**config.mk**
```make
export PLATFORM = sky130hd
export DESIGN_NAME = pipelined_cla_adder
export DESIGN_NICKNAME = d
export VERILOG_FILES = /design/src/rtl/cla_pkg.sv /design/src/rtl/cla4_group.sv /design/src/rtl/pipelined_cla_adder.sv
export SDC_FILE = /design/constraint.sdc
export NUM_CORES = 1
export LEC_CHECK = 0
export ABC_AREA = 0
export BUFFER_PORTS_ARGS = -buffer_cell sky130_fd_sc_hd__buf_2
export CORE_MARGIN = 4
export CORE_UTILIZATION = 45
export DETAILED_ROUTE_END_ITERATION = 7
export GPL_TIMING_DRIVEN = 0
export HOLD_SLACK_MARGIN = 0.15
export PLACE_DENSITY = 0.69
export RECOVER_POWER = 100
export SKIP_CTS_REPAIR_TIMING = 1
export SYNTH_ARGS = -nofsm -noshare
export SYNTH_HDL_FRONTEND = slang
export SYNTH_SLANG_ARGS = --single-unit
export TNS_END_PERCENT = 20
```
**constraint.sdc**
```tcl
create_clock -name clk -period 2.95 [get_ports clk]
set_clock_uncertainty 0.05 [all_clocks]
set_input_delay 0.295 -clock clk [delete_from_list [all_inputs] [get_ports clk]]
set_output_delay 0.295 -clock clk [all_outputs]
set_load 0.05 [all_outputs]
```
**src/rtl/cla_pkg.sv**
```systemverilog
// rtl/cla_pkg.sv - shared constants and types for the pipelined carry-lookahead adder
// Purpose: group width and the packed per-group propagate/generate/sum record.
// Ports: none (package).
package cla_pkg;

  localparam int CLA_GROUP_W = 4;

  typedef struct packed {
    logic [CLA_GROUP_W-1:0] p;
    logic [CLA_GROUP_W-1:0] g;
    logic [CLA_GROUP_W-1:0] sum;
  } cla_grp_t;

endpackage

```
**src/rtl/cla4_group.sv**
```systemverilog
// rtl/cla4_group.sv - combinational 4-bit carry-lookahead group with group G/P
// Purpose: one 4-bit slice of the adder; all internal carries are flat lookahead terms.
// Ports:
//   a, b   - 4-bit operand slices
//   cin    - carry into the group
//   res    - bit propagate, bit generate and sum of the group
//   grp_g  - group generate (independent of cin)
//   grp_p  - group propagate (independent of cin)
module cla4_group
  import cla_pkg::*;
(
  input  logic [CLA_GROUP_W-1:0] a,
  input  logic [CLA_GROUP_W-1:0] b,
  input  logic                   cin,
  output cla_grp_t               res,
  output logic                   grp_g,
  output logic                   grp_p
);

  logic [CLA_GROUP_W-1:0] p;
  logic [CLA_GROUP_W-1:0] g;
  logic [CLA_GROUP_W-1:0] c;

  assign p = a ^ b;
  assign g = a & b;

  assign c[0] = cin;
  assign c[1] = g[0] | (p[0] & cin);
  assign c[2] = g[1] | (p[1] & g[0]) | (p[1] & p[0] & cin);
  assign c[3] = g[2] | (p[2] & g[1]) | (p[2] & p[1] & g[0]) | (p[2] & p[1] & p[0] & cin);

  // Group G/P are kept off the cin path so the upper lookahead level never loops back.
  assign grp_g = g[3] | (p[3] & g[2]) | (p[3] & p[2] & g[1]) | (p[3] & p[2] & p[1] & g[0]);
  assign grp_p = &p;

  assign res.p   = p;
  assign res.g   = g;
  assign res.sum = p ^ c;

endmodule

```
**src/rtl/pipelined_cla_adder.sv**
```systemverilog
// rtl/pipelined_cla_adder.sv - STAGES-deep pipelined carry-lookahead adder with valid/ready flow control
// Purpose: {cout,sum} = a + b_eff + cin_eff over STAGES register stages, plus signed overflow.
// Optional feature macro: CLA_SUB_EN adds the sub port (a - b when sub=1).
// Ports:
//   clk, rst_n            - clock, asynchronous active-low reset
//   in_valid, in_ready    - input handshake (in_ready = pipeline advances this cycle)
//   a, b, cin, [sub]      - operands, carry-in, optional subtract select
//   out_valid, out_ready  - output handshake
//   sum, cout, ovf        - result, carry out of MSB, signed overflow
module pipelined_cla_adder
  import cla_pkg::*;
#(
  parameter int WIDTH  = 16,
  parameter int STAGES = 2
) (
  input  logic             clk,
  input  logic             rst_n,
  input  logic             in_valid,
  output logic             in_ready,
  input  logic [WIDTH-1:0] a,
  input  logic [WIDTH-1:0] b,
  input  logic             cin,
`ifdef CLA_SUB_EN
  input  logic             sub,
`endif
  output logic             out_valid,
  input  logic             out_ready,
  output logic [WIDTH-1:0] sum,
  output logic             cout,
  output logic             ovf
);

  localparam int NG  = WIDTH / CLA_GROUP_W;
  localparam int GPS = NG / STAGES;
  localparam int SW  = GPS * CLA_GROUP_W;
  localparam int NP  = (STAGES > 1) ? STAGES - 1 : 1;
  localparam int L   = STAGES - 1;

  logic [WIDTH-1:0] b_eff;
  logic             cin_eff;

`ifdef CLA_SUB_EN
  assign b_eff   = sub ? ~b : b;
  assign cin_eff = sub | cin;
`else
  assign b_eff   = b;
  assign cin_eff = cin;
`endif

  // Inter-stage registers: entry k feeds stage k+1.
  logic [WIDTH-1:0]  pa_q [NP];
  logic [WIDTH-1:0]  pa_d [NP];
  logic [WIDTH-1:0]  pb_q [NP];
  logic [WIDTH-1:0]  pb_d [NP];
  logic [WIDTH-1:0]  ps_q [NP];
  logic [WIDTH-1:0]  ps_d [NP];
  logic [NP-1:0]     pc_q, pc_d;
  logic [NP-1:0]     pv_q, pv_d;

  logic              out_valid_q, out_valid_d;
  logic [WIDTH-1:0]  sum_q, sum_d;
  logic              cout_q, cout_d;
  logic              ovf_q, ovf_d;

  // Stage inputs: stage 0 from the ports, later stages from the registers.
  logic [WIDTH-1:0]  st_a  [STAGES];
  logic [WIDTH-1:0]  st_b  [STAGES];
  logic [WIDTH-1:0]  st_s  [STAGES];
  logic [WIDTH-1:0]  st_ns [STAGES];
  logic [STAGES-1:0] st_c, st_v;

  always_comb begin
    st_a[0] = a;
    st_b[0] = b_eff;
    st_s[0] = '0;
    st_c    = '0;
    st_v    = '0;
    st_c[0] = cin_eff;
    st_v[0] = in_valid;
    for (int k = 1; k < STAGES; k++) begin
      st_a[k] = pa_q[k-1];
      st_b[k] = pb_q[k-1];
      st_s[k] = ps_q[k-1];
      st_c[k] = pc_q[k-1];
      st_v[k] = pv_q[k-1];
    end
  end

  cla_grp_t          grp_res [NG];
  logic [NG-1:0]     grp_g, grp_p, grp_cin;
  logic [WIDTH-1:0]  grp_sum;
  logic [STAGES-1:0] stg_co;

  for (genvar gi = 0; gi < NG; gi++) begin : g_grp
    cla4_group u_grp (
      .a     (st_a[gi/GPS][gi*CLA_GROUP_W +: CLA_GROUP_W]),
      .b     (st_b[gi/GPS][gi*CLA_GROUP_W +: CLA_GROUP_W]),
      .cin   (grp_cin[gi]),
      .res   (grp_res[gi]),
      .grp_g (grp_g[gi]),
      .grp_p (grp_p[gi])
    );
    assign grp_sum[gi*CLA_GROUP_W +: CLA_GROUP_W] = grp_res[gi].sum;
  end

  // Group-level lookahead inside each stage, expanded as sum-of-products:
  // c_j = cin & P_0..P_{j-1}  |  OR_i ( G_i & P_{i+1}..P_{j-1} ).  j == GPS is the stage carry out.
  always_comb begin
    logic cj;
    logic t;
    cj      = 1'b0;
    t       = 1'b0;
    grp_cin = '0;
    stg_co  = '0;
    for (int k = 0; k < STAGES; k++) begin
      for (int j = 0; j <= GPS; j++) begin
        cj = st_c[k];
        for (int m = 0; m < j; m++) cj = cj & grp_p[k*GPS+m];
        for (int i = 0; i < j; i++) begin
          t = grp_g[k*GPS+i];
          for (int m = i + 1; m < j; m++) t = t & grp_p[k*GPS+m];
          cj = cj | t;
        end
        if (j < GPS) grp_cin[k*GPS+j] = cj;
        else         stg_co[k]        = cj;
      end
    end
  end

  // Merge this stage's slice into the running sum carried down the pipe.
  always_comb begin
    for (int k = 0; k < STAGES; k++) begin
      st_ns[k]            = st_s[k];
      st_ns[k][k*SW +: SW] = grp_sum[k*SW +: SW];
    end
  end

  logic adv;
  assign adv      = !out_valid_q || out_ready;
  assign in_ready = adv;

  always_comb begin
    pa_d        = pa_q;
    pb_d        = pb_q;
    ps_d        = ps_q;
    pc_d        = pc_q;
    pv_d        = pv_q;
    out_valid_d = out_valid_q;
    sum_d       = sum_q;
    cout_d      = cout_q;
    ovf_d       = ovf_q;
    if (adv) begin
      for (int k = 0; k < STAGES - 1; k++) begin
        pa_d[k] = st_a[k];
        pb_d[k] = st_b[k];
        ps_d[k] = st_ns[k];
        pc_d[k] = stg_co[k];
        pv_d[k] = st_v[k];
      end
      out_valid_d = st_v[L];
      sum_d       = st_ns[L];
      cout_d      = stg_co[L];
      ovf_d       = (st_a[L][WIDTH-1] == st_b[L][WIDTH-1]) &&
                    (st_ns[L][WIDTH-1] != st_a[L][WIDTH-1]);
    end
  end

  always_ff @(posedge clk or negedge rst_n) begin
    if (!rst_n) begin
      for (int k = 0; k < NP; k++) begin
        pa_q[k] <= '0;
        pb_q[k] <= '0;
        ps_q[k] <= '0;
      end
      pc_q        <= '0;
      pv_q        <= '0;
      out_valid_q <= 1'b0;
      sum_q       <= '0;
      cout_q      <= 1'b0;
      ovf_q       <= 1'b0;
    end else begin
      pa_q        <= pa_d;
      pb_q        <= pb_d;
      ps_q        <= ps_d;
      pc_q        <= pc_d;
      pv_q        <= pv_d;
      out_valid_q <= out_valid_d;
      sum_q       <= sum_d;
      cout_q      <= cout_d;
      ovf_q       <= ovf_d;
    end
  end

  assign out_valid = out_valid_q;
  assign sum       = sum_q;
  assign cout      = cout_q;
  assign ovf       = ovf_q;

endmodule

```
==> reports/qor.yml, run 1 <==
status: "complete, but fails checks"
violations: "max-capacitance violations, max-slew violations"
drt_wl_total_mm: 4.642
combPwrFrac_pct: 40.2
fin_setup_tns_ns: 0
p_per_area_mw_per_mm2: 755.1
min_path_type: "input pin to flop"
finalSetupViolations: 0
dr_total_vias: 1788
io_pins: 57
hold_start: "a[13]"
syn_area_mm2: 0.002251
yosysUniqueCellTypes: 33
irDropWorstVdd_v: 0.0004612
cts_buffer_depth: 2
crit_path_max_incr_delay_ns: 0.52
synthToLayoutAreaGrowth_pct: 21.35
design.core.area_mm2: 0.004786
rsz0062_at_grt: "no"
timing.rr.end: "ovf"
grt_pass1_vias: 1748
regArea_mm2: 0.001126
clk_pin_slew_ns: 0.09
drc_errors: 0
place_inst: 360
cts_tree: "yes"
worst_slew_pin_slew_ns: 2.318
ys_ff_latch: 45
ys_top_cells_by_area: "dfrtp_1 (50%), nand2_1 (13%), ha_1 (8.9%), fa_1 (3.6%), xor2_1 (3.1%)"
antenna_found_initial: 0
track_usage_pct: 16.41
crit_type: "flop to output pin"
switchingPower_w: 0.0009127
cts_sinks: 45
ys_seq_area_share_pct: 50.03
overflow: 0
drv_cap: 1
drtPass1Iterations: 4
syn_area_per_cell_um2: 9.498
min_period_ns: 2.302
yosysTopAreaCell: "dfrtp_1"
hold_path_end: "pa_q[13]"
cts_buffers: 5
postSynthCellCount: 237
reg2reg_depth: 6
antenna_cells: 0
fp.dieArea_mm2: 0.006198
hold_depth: 3
synth_top_area_share_pct: 50.03
clock-root-buffer: "clkbuf_8"
drive_gt1_share_pct: 14.94
cp_num_buf_inv: 3
period_share_pct: 78.03
reg2reg_slack_ns: 0.72
hold_viol_final: 0
place_congestion: 0.7776
cts-htree-levels: 2
path_cells: "nor2b_1 -> inv_1 -> clkbuf_1 -> clkbuf_1"
max_freq_ghz: 0.4344
grt_pass1_wl_mm: 7.997
worst-endpoint-arrival_ns: 1.96
ys_warn_count: 0
worstPathMaxFanout: 10
die_w_um: 78.73
slew_viol_final: 46
path_delay_family: "buffers and inverters"
nets: 364
cp.required_ns: 2.61
relSlewSlack_pct: -54.53
worstSetupEndpointType: "output pin"
die_height_um: 78.73
rows: 25
drt-initial-drc-count: 108
clockPowerShare_pct: 18.5
grt_start_max_net_pins: 46
r2r_start: "pb_q[13]"
clk_latency_ns: 0.30
start_util_pct: 47.03
seq_power_share_pct: 41.3
fillers: 457
viasPerCell: 4.768
wire_per_inst_um: 12.38
p_int_w: 0.001150
start_kind: "flop"
p_sw_share_pct: 44.25
synth_fp_nets: 294
dp_hpwl_mm: 3.527
port_buffers: 56
path_common_cell: "clkbuf_1"
fin_cells: 375
leakage_nw: 1.354
antenna_left: 0
multi_input_area_mm2: 0.001039
crit_slowest_cell: "clkbuf_1"
==> layout by cell type (no fill, tap or decap), types with 2 or more instances in the layout <==
cell type,netlist,layout
nand2b_1,2,2
nor2b_1,2,2
inv_1,8,9
ha_1,16,16
buf_2,1,35
clkinvlp_4,0,3
a211oi_1,3,4
xor2_1,8,8
clkbuf_1,5,30
o31ai_1,4,4
fa_1,4,4
a21o_1,2,2
clkbuf_8,0,5
dfrtp_1,45,45
a21oi_1,11,11
o21ai_0,1,7
o21ai_1,13,7
dlygate4sd3_1,0,7
nor2_1,15,15
nand2_1,79,79
==> layout make-up <==
cell class / instances / area share, %
inverters: 9 / 1.237
repair buffers: 63 / 11.86
clock inverters: 3 / 0.8246
multi-input cells: 174 / 38.02
clock buffers: 5 / 2.519
plain buffers: 9 / 1.237
flip-flops and latches: 45 / 41.23
well taps: 67 / 3.069
==> cells in the mapped netlist (all sizes together) <==
cell	n
nand2	79
dfrtp	45
ha	16
nor2	15
o21ai	14
a21oi	11
inv	9
xor2	8
clkbuf	5
a211oi	4
buf	4
fa	4
o31ai	4
a21o	2
nand2b	2
nor2b	2
a2111oi	1
a22oi	1
a31o	1
a31oi	1
and2	1
and3	1
mux2i	1
nor3	1
nor4	1
o211ai	1
o21bai	1
or3	1
xnor2	1
==> worst min-delay path, stage by stage <==
cell and delay, ns:
buf_2 0.07, nand2_1 0.04, nand2_1 0.05
==> cell families after synthesis <==
| family | after synthesis | synth area share, % |
|---|---|---|
| AOI/OAI and AO/OA | 41 | 11.89 |
| xor gates and xnor gates | 9 | 3.502 |
| adders and majority gates | 20 | 12.45 |
| buffers and inverters | 18 | 3.057 |
| DFF | 45 | 50.03 |
| muxes | 1 | 0.4447 |
| and+or+nand+nor | 103 | 18.62 |
==> power by group through the flow <==
stage               logic [W]  clock network [W]  registers (W)
floorplan            0.000327                  0        0.00118
finish               0.000829           0.000383       0.000851
detailed placement   0.000872                  0       0.000861
global route         0.000917           0.000425       0.000870
global placement     0.000857                  0       0.000856
CTS                  0.000874           0.000391       0.000849
==> flip-flops by register name, indices dropped and copies added (netlist names), 8 cells and up <==
signal and count:
ps_q 8, sum 16, pa_q 8, pb_q 8
==> routing by layer <==
metal | wire length, µm | up-vias | global-route usage [%]
li1 | - | 915 | -
met1 | 2109 | 828 | 22.41
met2 | 2218 | 40 | 25.72
met3 | 273 | 5 | 5.102
met4 | 40 | 0 | 3.671
met5 | 0 | - | 0
==> worst max path at each step <==
stage                   start  endpoint  slack [ns]  cells after the start
floorplan             pb_q[8]   sum[12]        0.95                      8
global placement      pb_q[8]   sum[12]        0.82                      8
detailed placement    pb_q[8]   sum[12]        0.78                      8
CTS                   pb_q[8]   sum[12]        0.75                      8
global route            rst_n   ps_q[1]        0.39                      1
finish              out_valid  in_ready        0.65                      4
==> metrics by stage <==
stage | total power, W | area [µm²] | setup slack [ns] | hold slack (ns) | utilization (%)
5_1_grt | 0.002212 | 2731 | 0.3943 | 0.1522 | 57.07
2_1_floorplan | 0.001502 | 2251 | 0.9513 | -0.05059 | -
6_report | 0.002062 | 2731 | 0.6480 | 0.1406 | 57.07
3_3_place_gp | 0.001712 | 2615 | 0.8215 | 0.3898 | 54.64
3_5_place_dp | 0.001733 | 2615 | 0.7780 | 0.3993 | 54.64
4_1_cts | 0.002114 | 2706 | 0.7492 | 0.1334 | 56.55
Power figures use the tool's default switching activity.
==> run 2: changes to the inputs <==
Clock period 2.95 ns to 2.2 ns, I/O delays scaled along.
==> run 2 against run 1 <==
Effect of this change: the run now ends clean; via count rose by 1.2%; register-to-register slack got worse by 0.62 ns; die area did not move; first-iteration DRC count fell by 1.9%; routed wire length rose by 4.0%.
==> reports/qor.yml, run 2 (same netlist as run 1, synthesis figures left out) <==
min_path_type: "input pin to flop"
layout_commonest_cell: "nand2_1"
drt-initial-drc-count: 106
design.core.area_mm2: 0.004786
antenna_left: 0
clock-root-buffer: "clkbuf_8"
grt_start_max_net_pins: 46
min_period_ns: 2.099
nets: 376
drc_errors: 0
hold_ws_ns: 0.2187
fp.dieArea_mm2: 0.006198
largest_reg_flops: 16
antenna_cells: 0
multi_input_area_mm2: 0.001080
synthToLayoutAreaGrowth_pct: 28.57
reg2reg_depth: 8
seq_power_share_pct: 40.4
overflow: 0
cts_buffer_depth: 2
drive_gt1_share_pct: 18.13
crit_type: "flop to flop"
period_share_pct: 95.42
drt_wl_total_mm: 4.829
track_usage_pct: 16.41
io_pins: 57
cp.required_ns: 2.38
slew_viol_final: 0
grt_pass1_vias: 1748
finalSetupViolations: 0
wire_per_inst_um: 12.48
cts_buffers: 5
final_cell_mix: "nand2_1 (79), dfrtp_1 (45), buf_2 (37), clkbuf_1 (25), dlygate4sd3_1 (18)"
place_congestion: 0.7776
cts_sinks: 45
drv_cap: 0
p_int_w: 0.001582
hold_depth: 4
cts_tree: "yes"
fillers: 442
drtPass1Iterations: 4
worstSetupEndpointType: "flop"
leakage_nw: 1.418
status: "complete, no violations"
dr_total_vias: 1810
viasPerCell: 4.677
antenna_found_initial: 0
p_per_area_mw_per_mm2: 977.8
start_kind: "flop"
clk_latency_ns: 0.30
combPwrFrac_pct: 41.3
dp_hpwl_mm: 3.527
fin_cells: 387
rows: 25
cts-htree-levels: 2
grt_pass1_wl_mm: 7.997
clockPowerShare_pct: 18.2
layout_setup_ws_ns: 0.1007
relSlewSlack_pct: 27.50
port_buffers: 56
worst_slew_pin_slew_ns: 1.088
start_util_pct: 47.03
switchingPower_w: 0.001248
worst-endpoint-arrival_ns: 2.28
place_inst: 360
fin_total_pwr_w: 0.002830
irDropWorstVdd_v: 0.0006199
hold_viol_final: 0
regArea_mm2: 0.001126
die_w_um: 78.73
p_sw_share_pct: 44.11
die_height_um: 78.73
place_ws_ns: 0.02797
rsz0062_at_grt: "yes"
fin_setup_tns_ns: 0
worstPathMaxFanout: 2
clk_pin_slew_ns: 0.09
max_freq_ghz: 0.4764
run 2: cell types whose count changed in the layout (fill, tap and decap cells not counted), sizes merged:
cell	change
clkbuf	-4
buf	+5
dlygate4sd3	+11
run 2: worst max-delay path, cell delays in order, from the launching register on:
cell and delay [ns]:
dfrtp_1 0.40, ha_1 0.33, a211oi_2 0.27, nor2_1 0.09
nor2_2 0.14, nor2b_1 0.06, nor2_1 0.13, fa_1 0.42
a21oi_2 0.13
run 2: worst paths after layout:
kind	from	to	slack [ns]
worst max-delay path	pb_q[8]	sum[12]	0.10
worst min-delay path	out_ready	out_valid	0.22
worst max register to register	pb_q[8]	sum[12]	0.10
worst min register to register	pv_q	pv_q	0.42
max in group asynchronous	rst_n	sum[11]	0.84
min in group asynchronous	rst_n	sum[15]	0.60
run 2: through the flow:
step,utilization [%],area [µm²]
after floorplan,-,2251
after global placement,54.64,2615
after detailed placement,54.64,2615
after CTS,56.55,2706
after global routing,60.47,2894
final,60.47,2894
run 2: routing by layer:
| metal | vias to the layer above | track usage [%] | part of all wire, % |
|---|---|---|---|
| met3 | 4 | 5.102 | 5.2 |
| met1 | 830 | 22.41 | 47 |
| met2 | 35 | 25.72 | 47 |
| met4 | 0 | 3.671 | 0.83 |
| li1 | 941 | - | - |
| met5 | - | 0 | 0 |
run 2: area by class of cell:
class | instances | share of cell area, %
plain buffers | 9 | 1.211
clock buffers | 5 | 2.378
clock inverters | 3 | 0.7782
inverters | 9 | 1.167
multi-input cells | 174 | 37.31
flip-flops and latches | 45 | 38.91
well taps | 67 | 2.897
repair buffers | 75 | 15.35
run 2: power groups by stage:
stage | logic [W] | clock network [W] | registers (W)
global placement | 0.00115 | 0 | 0.00115
finish | 0.00117 | 0.000516 | 0.00114
detailed placement | 0.00117 | 0 | 0.00115
CTS | 0.00117 | 0.000524 | 0.00114
floorplan | 0.000438 | 0 | 0.00158
global route | 0.00129 | 0.000568 | 0.00117
